===== config.mk =====
export PLATFORM = sky130hd
export DESIGN_NAME = cam_allocator_mres_flat
export DESIGN_NICKNAME = d
export VERILOG_FILES = /design/src/rtl/cam_alloc_pkg.sv /design/src/rtl/cam_allocator_mres_if.sv /design/src/rtl/cam_alloc_prio_enc.sv /design/src/rtl/cam_allocator_mres.sv /design/src/flat_wrapper.sv
export SDC_FILE = /design/constraint.sdc
export NUM_CORES = 2
export LEC_CHECK = 0
export BUFFER_PORTS_ARGS = -buffer_cell sky130_fd_sc_hd__clkbuf_2
export CORE_MARGIN = 5
export CORE_UTILIZATION = 57
export CTS_CLUSTER_DIAMETER = 50
export CTS_CLUSTER_SIZE = 14
export DETAILED_ROUTE_END_ITERATION = 10
export HOLD_SLACK_MARGIN = 0.08
export PLACE_DENSITY = 0.75
export RECOVER_POWER = 25
export SLEW_MARGIN = 40
export SYNTH_ARGS = -nofsm -noshare
export SYNTH_HDL_FRONTEND = slang
export SYNTH_SLANG_ARGS = --single-unit

===== constraint.sdc =====
create_clock -name clk -period 4.5 [get_ports clk]
set_input_delay 0.675 -clock clk [delete_from_list [all_inputs] [get_ports clk]]
set_output_delay 0.675 -clock clk [all_outputs]
set_load 0.01 [all_outputs]

===== src/rtl/cam_alloc_pkg.sv =====
// Shared constants and types for the multi-resource CU allocation CAM.
package cam_alloc_pkg;
  localparam int DEF_CU_ID_WIDTH = 6;
  localparam int DEF_NUMBER_CU   = 64;
  localparam int RES_ID_WIDTH    = 10;
  localparam int NUM_RES         = 3;
  localparam int W               = RES_ID_WIDTH + 1;

  typedef logic [W-1:0] count_t;
  // Channel k occupies bits [k*W +: W].
  typedef count_t [NUM_RES-1:0] size_t;
endpackage


===== src/rtl/cam_allocator_mres_if.sv =====
// Search-request and result handshake bundle between the dispatcher and the allocation CAM.
interface cam_allocator_mres_if
  import cam_alloc_pkg::*;
#(
  parameter int CU_ID_WIDTH = DEF_CU_ID_WIDTH,
  parameter int NUMBER_CU   = DEF_NUMBER_CU
);
  logic                   search_valid;
  logic                   search_ready;
  size_t                  search_size;
  logic                   result_valid;
  logic                   result_ready;
  logic                   result_found;
  logic [CU_ID_WIDTH-1:0] result_cu_id;
  logic [NUMBER_CU-1:0]   result_mask;

  modport master (
    output search_valid, search_size, result_ready,
    input  search_ready, result_valid, result_found, result_cu_id, result_mask
  );

  modport slave (
    input  search_valid, search_size, result_ready,
    output search_ready, result_valid, result_found, result_cu_id, result_mask
  );
endinterface


===== src/rtl/cam_alloc_prio_enc.sv =====
// Priority encoder that scans the fit mask starting at a given index and wrapping modulo NUMBER_CU.
module cam_alloc_prio_enc
  import cam_alloc_pkg::*;
#(
  parameter int CU_ID_WIDTH = DEF_CU_ID_WIDTH,
  parameter int NUMBER_CU   = DEF_NUMBER_CU
) (
  input  logic [NUMBER_CU-1:0]   mask,
  input  logic [CU_ID_WIDTH-1:0] start,
  output logic                   found,
  output logic [CU_ID_WIDTH-1:0] idx
);
  logic [CU_ID_WIDTH:0] pos;

  always_comb begin
    found = 1'b0;
    idx   = '0;
    pos   = '0;
    for (int i = 0; i < NUMBER_CU; i++) begin
      pos = {1'b0, start} + (CU_ID_WIDTH+1)'(i);
      if (pos >= (CU_ID_WIDTH+1)'(NUMBER_CU))
        pos = pos - (CU_ID_WIDTH+1)'(NUMBER_CU);
      if (!found && mask[pos[CU_ID_WIDTH-1:0]]) begin
        found = 1'b1;
        idx   = pos[CU_ID_WIDTH-1:0];
      end
    end
  end
endmodule


===== src/rtl/cam_allocator_mres.sv =====
// Multi-resource CU allocation CAM: two-stage search pipeline returning fit mask and selected CU.
// Optional round-robin selection is enabled by defining CAM_ALLOC_ROUND_ROBIN_EN.
module cam_allocator_mres
  import cam_alloc_pkg::*;
#(
  parameter int CU_ID_WIDTH = DEF_CU_ID_WIDTH,
  parameter int NUMBER_CU   = DEF_NUMBER_CU
) (
  input  logic                   clk,
  input  logic                   rst_n,
  cam_allocator_mres_if.slave    bus,
  input  logic                   wr_en,
  input  logic [CU_ID_WIDTH-1:0] wr_addr,
  input  logic [NUM_RES-1:0]     wr_chan_mask,
  input  size_t                  wr_data,
  input  logic                   inv_en,
  input  logic [CU_ID_WIDTH-1:0] inv_addr
);
  count_t               count_ram  [NUMBER_CU][NUM_RES];
  logic [NUM_RES-1:0]   chan_valid [NUMBER_CU];

  logic                   vld_p0;
  size_t                  size_p0;
  logic                   stall;
  logic                   load_p0;
  logic                   load_p1;
  logic [NUMBER_CU-1:0]   fit;
  logic [CU_ID_WIDTH-1:0] start_ptr;
  logic                   enc_found;
  logic [CU_ID_WIDTH-1:0] enc_idx;

  // Count storage carries no reset; only the valid bits qualify its contents.
  always_ff @(posedge clk) begin
    for (int k = 0; k < NUM_RES; k++)
      if (wr_en && wr_chan_mask[k])
        count_ram[wr_addr][k] <= wr_data[k];
  end

  // Invalidate is applied last so it overrides a same-address write.
  always_ff @(posedge clk or negedge rst_n) begin
    if (!rst_n) begin
      for (int i = 0; i < NUMBER_CU; i++)
        chan_valid[i] <= '0;
    end else begin
      if (wr_en)
        chan_valid[wr_addr] <= chan_valid[wr_addr] | wr_chan_mask;
      if (inv_en)
        chan_valid[inv_addr] <= '0;
    end
  end

  assign stall            = bus.result_valid & ~bus.result_ready;
  assign load_p1          = ~stall;
  assign load_p0          = ~vld_p0 | load_p1;
  assign bus.search_ready = load_p0;

  // Stage A: hold the accepted request until stage B can take it
  always_ff @(posedge clk) begin
    if (load_p0)
      size_p0 <= bus.search_size;
  end

  always_comb begin
    fit = '0;
    for (int i = 0; i < NUMBER_CU; i++) begin
      fit[i] = 1'b1;
      for (int k = 0; k < NUM_RES; k++)
        if (!chan_valid[i][k] || (count_ram[i][k] < size_p0[k]))
          fit[i] = 1'b0;
    end
  end

`ifdef CAM_ALLOC_ROUND_ROBIN_EN
  logic [CU_ID_WIDTH-1:0] rr_ptr;

  always_ff @(posedge clk or negedge rst_n) begin
    if (!rst_n)
      rr_ptr <= '0;
    else if (bus.result_valid && bus.result_ready && bus.result_found)
      rr_ptr <= (bus.result_cu_id == CU_ID_WIDTH'(NUMBER_CU-1)) ? '0
                                                                : bus.result_cu_id + 1'b1;
  end

  assign start_ptr = rr_ptr;
`else
  assign start_ptr = '0;
`endif

  cam_alloc_prio_enc #(
    .CU_ID_WIDTH(CU_ID_WIDTH),
    .NUMBER_CU  (NUMBER_CU)
  ) u_enc (
    .mask (fit),
    .start(start_ptr),
    .found(enc_found),
    .idx  (enc_idx)
  );

  // Stage B: register the compare outcome; held while the consumer stalls
  always_ff @(posedge clk or negedge rst_n) begin
    if (!rst_n) begin
      vld_p0           <= 1'b0;
      bus.result_valid <= 1'b0;
      bus.result_found <= 1'b0;
      bus.result_cu_id <= '0;
      bus.result_mask  <= '0;
    end else begin
      if (load_p0)
        vld_p0 <= bus.search_valid;
      if (load_p1) begin
        bus.result_valid <= vld_p0;
        if (vld_p0) begin
          bus.result_found <= enc_found;
          bus.result_cu_id <= enc_idx;
          bus.result_mask  <= fit;
        end
      end
    end
  end
endmodule


===== src/flat_wrapper.sv =====
// flat-port wrapper written by rule: the top's interface ports become plain ports
module cam_allocator_mres_flat import cam_alloc_pkg::*;
#(
  parameter int CU_ID_WIDTH = DEF_CU_ID_WIDTH,
  parameter int NUMBER_CU   = DEF_NUMBER_CU
)
  (clk, rst_n, wr_en, wr_addr, wr_chan_mask, wr_data, inv_en, inv_addr, bus_search_valid, bus_search_size, bus_result_ready, bus_search_ready, bus_result_valid, bus_result_found, bus_result_cu_id, bus_result_mask);
  cam_allocator_mres_if #(.CU_ID_WIDTH(CU_ID_WIDTH), .NUMBER_CU(NUMBER_CU)) bus_i ();
  input  logic clk;
  input  logic rst_n;
  input  logic wr_en;
  input  logic [CU_ID_WIDTH-1:0] wr_addr;
  input  logic [NUM_RES-1:0] wr_chan_mask;
  input  size_t wr_data;
  input  logic inv_en;
  input  logic [CU_ID_WIDTH-1:0] inv_addr;
  input wire logic [$bits(bus_i.search_valid)-1:0] bus_search_valid;
  input wire logic [$bits(bus_i.search_size)-1:0] bus_search_size;
  input wire logic [$bits(bus_i.result_ready)-1:0] bus_result_ready;
  output wire logic [$bits(bus_i.search_ready)-1:0] bus_search_ready;
  output wire logic [$bits(bus_i.result_valid)-1:0] bus_result_valid;
  output wire logic [$bits(bus_i.result_found)-1:0] bus_result_found;
  output wire logic [$bits(bus_i.result_cu_id)-1:0] bus_result_cu_id;
  output wire logic [$bits(bus_i.result_mask)-1:0] bus_result_mask;
  assign bus_i.search_valid = bus_search_valid;
  assign bus_i.search_size = bus_search_size;
  assign bus_i.result_ready = bus_result_ready;
  assign bus_search_ready = bus_i.search_ready;
  assign bus_result_valid = bus_i.result_valid;
  assign bus_result_found = bus_i.result_found;
  assign bus_result_cu_id = bus_i.result_cu_id;
  assign bus_result_mask = bus_i.result_mask;
  cam_allocator_mres #(.CU_ID_WIDTH(CU_ID_WIDTH), .NUMBER_CU(NUMBER_CU)) u_core (.clk(clk), .rst_n(rst_n), .bus(bus_i), .wr_en(wr_en), .wr_addr(wr_addr), .wr_chan_mask(wr_chan_mask), .wr_data(wr_data), .inv_en(inv_en), .inv_addr(inv_addr));
endmodule

==> metrics.md <==
| Metric | Value |
|---|---|
| Post-synth EDFFs | `2145` |
| R2R depth | `16` |
| Max VDD drop | `532 µV` |
| Register area share after synthesis | `between 50% and 60%` |
| # setup viols final | `5` |
| Drc violations | `0` |
| Failing checks | `capacitance limit, slew limit, setup timing` |
| Reg-to-reg endpoint | `u_core.bus.result_cu_id[2]$_DFFE_PN0P_` |
| Most numerous cell in the Yosys netlist | `edfxtp_1` |
| Layout cell share with drive strength beyond 1 | `12.3%` |
| Nets | `~11000` |
| FILL cells | `14700` |
| TritonCTS buffer count | `232` |
| FFs w/ async S/R, synth | `11.0%` |
| Worst-Margin Slew | `between 4 and 5 ns` |
| Status | `finished, violations left` |
| CTS Buffer Depth | `3` |
| Worst reg2reg startpoint | `u_core.size_p0[21]$_DFFE_PP_` |
| WHS Path Cells | `1` |
| Worst hold endpoint | `u_core.size_p0[28]$_DFFE_PP_` |
| Leak Pwr | `approximately 53 nW` |
| Critical Path RT | `5.32 ns` |
| Min Clock Period, post-route | `4.61 ns` |
| Gr usage total | `35.7%` |
| Vias in the first global route | `83500` |
| Wirelength per Cell | `~32 µm` |
| HP Class | `in2reg` |
| P per Cell Area | `373 nW/µm²` |
| Clk root buf | `clkbuf_16` |
| Final hold viol count | `0` |
| Syn. warnings | `0` |
| Starting DRT DRC Count | `10700` |
| Crit path capture type | `flop` |
| Initial antenna violation count | `60` |
| PnR worst setup slack | `-0.105 ns` |
| CP startpoint | `u_core.size_p0[21]$_DFFE_PP_` |
| IO Port Bufs | `159` |
| DRT Pass-1 Iters | `8` |
| CP Max Fanout | `35` |
| Via count | `84400` |
| Main synth FF type | `edfxtp_1` |
| Dpl cells | `11900` |
| Hold Path Origin | `bus_search_size[28]` |
| Worst-path cell chain | `clkinv_2 > buf_12 > buf_12 > ha_1 > a21oi_1 > nor2_1 > nor2_1 > a2111oi_2 > and4_4 > or2_1 > nor4_4 > nand4b_4 > buf_6 > nor4_4 > nor4_1 > a31oi_1` |
| Htree depth | `4` |
| Die W | `468 µm` |
| Ports | `160` |
| WP data arrival | `5.43 ns` |
| Grt ovf | `0` |
| Cell Count, Final, Fillers Out | `12400` |
| Height of the chip | `468 µm` |
| Unrepaired setup endpoints after global routing | `true` |
| Final wirelength | `397 mm` |
| Syn Area/Cell | `14.1 µm²` |
| Vias per inst | `slightly below 7` |
| Synth unique cells | `between 80 and 90` |
| Post-synth top cells | `edfxtp_1, ha_1, nor2_1` |
| Top-area cell type share of the netlist area | `53.9%` |
| Final core occ | `about two thirds` |
| Hold_ws | `0.202 ns` |
| CTS tree | `built` |
| #FFs+latches synth | `2410` |
| Pwr Total | `between 50 and 60 mW` |
| WP buf/inv | `4` |
| Clock-pin slew on the worst setup and hold paths | `0.07 ns` |
| Core Area | `between 200000 and 250000 µm²` |
| Routability Congestion | `1.05` |
| Synth Instances | `8478` |
| Max-slew violation count | `approximately 1100` |
| CP Class | `reg2reg` |
| Startpoint Class | `flop` |
| Multi-input logic area | `approximately 48000 µm²` |
| Yosys top cell by area | `edfxtp_1` |
| Clock Sinks | `2410` |
| # rows | `168` |
| ANT nets after route | `0` |
| Syn nets | `10500` |
| Initial core utilization | `57.2%` |
| Worst R2R Setup Slack | `-0.11 ns` |
| Register Area | `71000 µm²` |
| DP HPWL | `276 mm` |
| Worst skew pair latency | `slightly above 0.9 ns` |
| Crit-path leading delay family | `simple AND/OR/NAND/NOR gates` |
| Die area | `219000 µm²` |
| Final TNS setup | `-0.339 ns` |
| Critical Path Slowest Stage Cell | `nor2_1` |
| Final Skew | `0.0452 ns` |
| Ranking of synthesized cells by area | `edfxtp_1, ha_1, dfrtp_1` |
| Max_slew headroom | `-231%` |
| Largest net degree at the start of global routing | `84` |
| Period Utilization, post-route | `102%` |
| Synth-to-layout area growth | `15.0%` |
| First-pass GRT wire length | `564 mm` |
| Post-Syn Area | `120000 µm²` |
| F_max | `217 MHz` |
| CP peak stage delay | `0.74 ns` |
| Max-cap viol count | `27` |
## stage by stage
stage	area, µm²	setup slack (ns)
3_5_place_dp	129000	-0.259
3_3_place_gp	129000	-0.253
4_1_cts	137000	0.00336
2_1_floorplan	120000	0.00167
6_report	137000	-0.105
5_1_grt	137000	-0.0418
## placed cells by master, fill, tap and decap left out, types with 163 or more instances in the layout
cell type and instances:
edfxtp_1 2145, ha_1 1915, buf_4 518, nor2_1 495
o21ai_0 391, a21oi_1 383, nand2_1 359, a211oi_1 283
dfrtp_1 265, clkbuf_16 240, and2_1 198, a21o_1 163
## where the power goes
group          total (mW)  internal [mW]  switching, mW
clock                19.8           10.8           8.97
combinational        6.23           2.19           4.04
sequential           25.3           24.8          0.447
total                51.3           37.8           13.5
## how the worst max path moves through the flow
stage | end | slack (ns) | cells after the start
after CTS | u_core.bus.result_cu_id[2]$_DFFE_PN0P_ | 0.003 | 14
after global placement | u_core.bus.result_cu_id[0]$_DFFE_PN0P_ | -0.25 | 17
after floorplan | u_core.bus.result_cu_id[0]$_DFFE_PN0P_ | 0.002 | 12
after detailed placement | u_core.bus.result_cu_id[2]$_DFFE_PN0P_ | -0.26 | 15
after global routing | u_core.bus.result_cu_id[0]$_DFFE_PN0P_ | -0.04 | 17
final | u_core.bus.result_cu_id[2]$_DFFE_PN0P_ | -0.11 | 16
## cell families (layout without fill, tap and decap cells)
| logic type | after synthesis | after routing | share of synthesized area [%] |
|---|---|---|---|
| compound gates | 2159 | 2159 | 12.3 |
| fa+ha+maj | 1920 | 1920 | 20.1 |
| buf+inv | 193 | 1309 | 0.618 |
| flops | 2410 | 2410 | 59.4 |
| mux | 1 | 1 | 0.00942 |
| other cells | 0 | 37 | 0 |
| simple gates | 1795 | 1795 | 7.55 |
## routing by layer
layer | routed length (µm) | vias up | GRT usage (%)
met1 | 149000 | 42000 | 46.6
met2 | 173000 | 5085 | 54.1
li1 | - | 36000 | -
met4 | 26300 | 24 | 19.9
met5 | 163 | - | 0
met3 | 48000 | 1264 | 10.1
## final cells by class
| cell class | count | share of cell area, % |
|---|---|---|
| Sequential cell | 2410 | 51.7 |
| Multi-Input combinational cell | 5875 | 35.1 |
| Timing Repair Buffer | 803 | 4.79 |
| Clock buffer | 308 | 4.62 |
| Tap cell | 2805 | 2.55 |
| Clock inverter | 116 | 0.907 |
| Inverter | 82 | 0.277 |
| Antenna cell | 37 | 0.0673 |
## registers in the layout, summed over array words and instances (netlist names)
signal / count
u_core.size_p0: 33
u_core.vld_p0: 1
u_core.bus.result_valid: 1
u_core.bus.result_mask: 64
u_core.chan_valid: 192
u_core.bus.result_cu_id: 6
u_core.bus.result_found: 1
u_core.count_ram: 2112
## what timing repair did
action	CTS	global route
resized for setup	22	70
cloned	0	0
setup endpoints to repair	6	7
hold buffers	31	0
buffers inserted	6	6
hold endpoints to repair	91	0
pin swaps	2	15
Power figures use the tool's default switching activity.
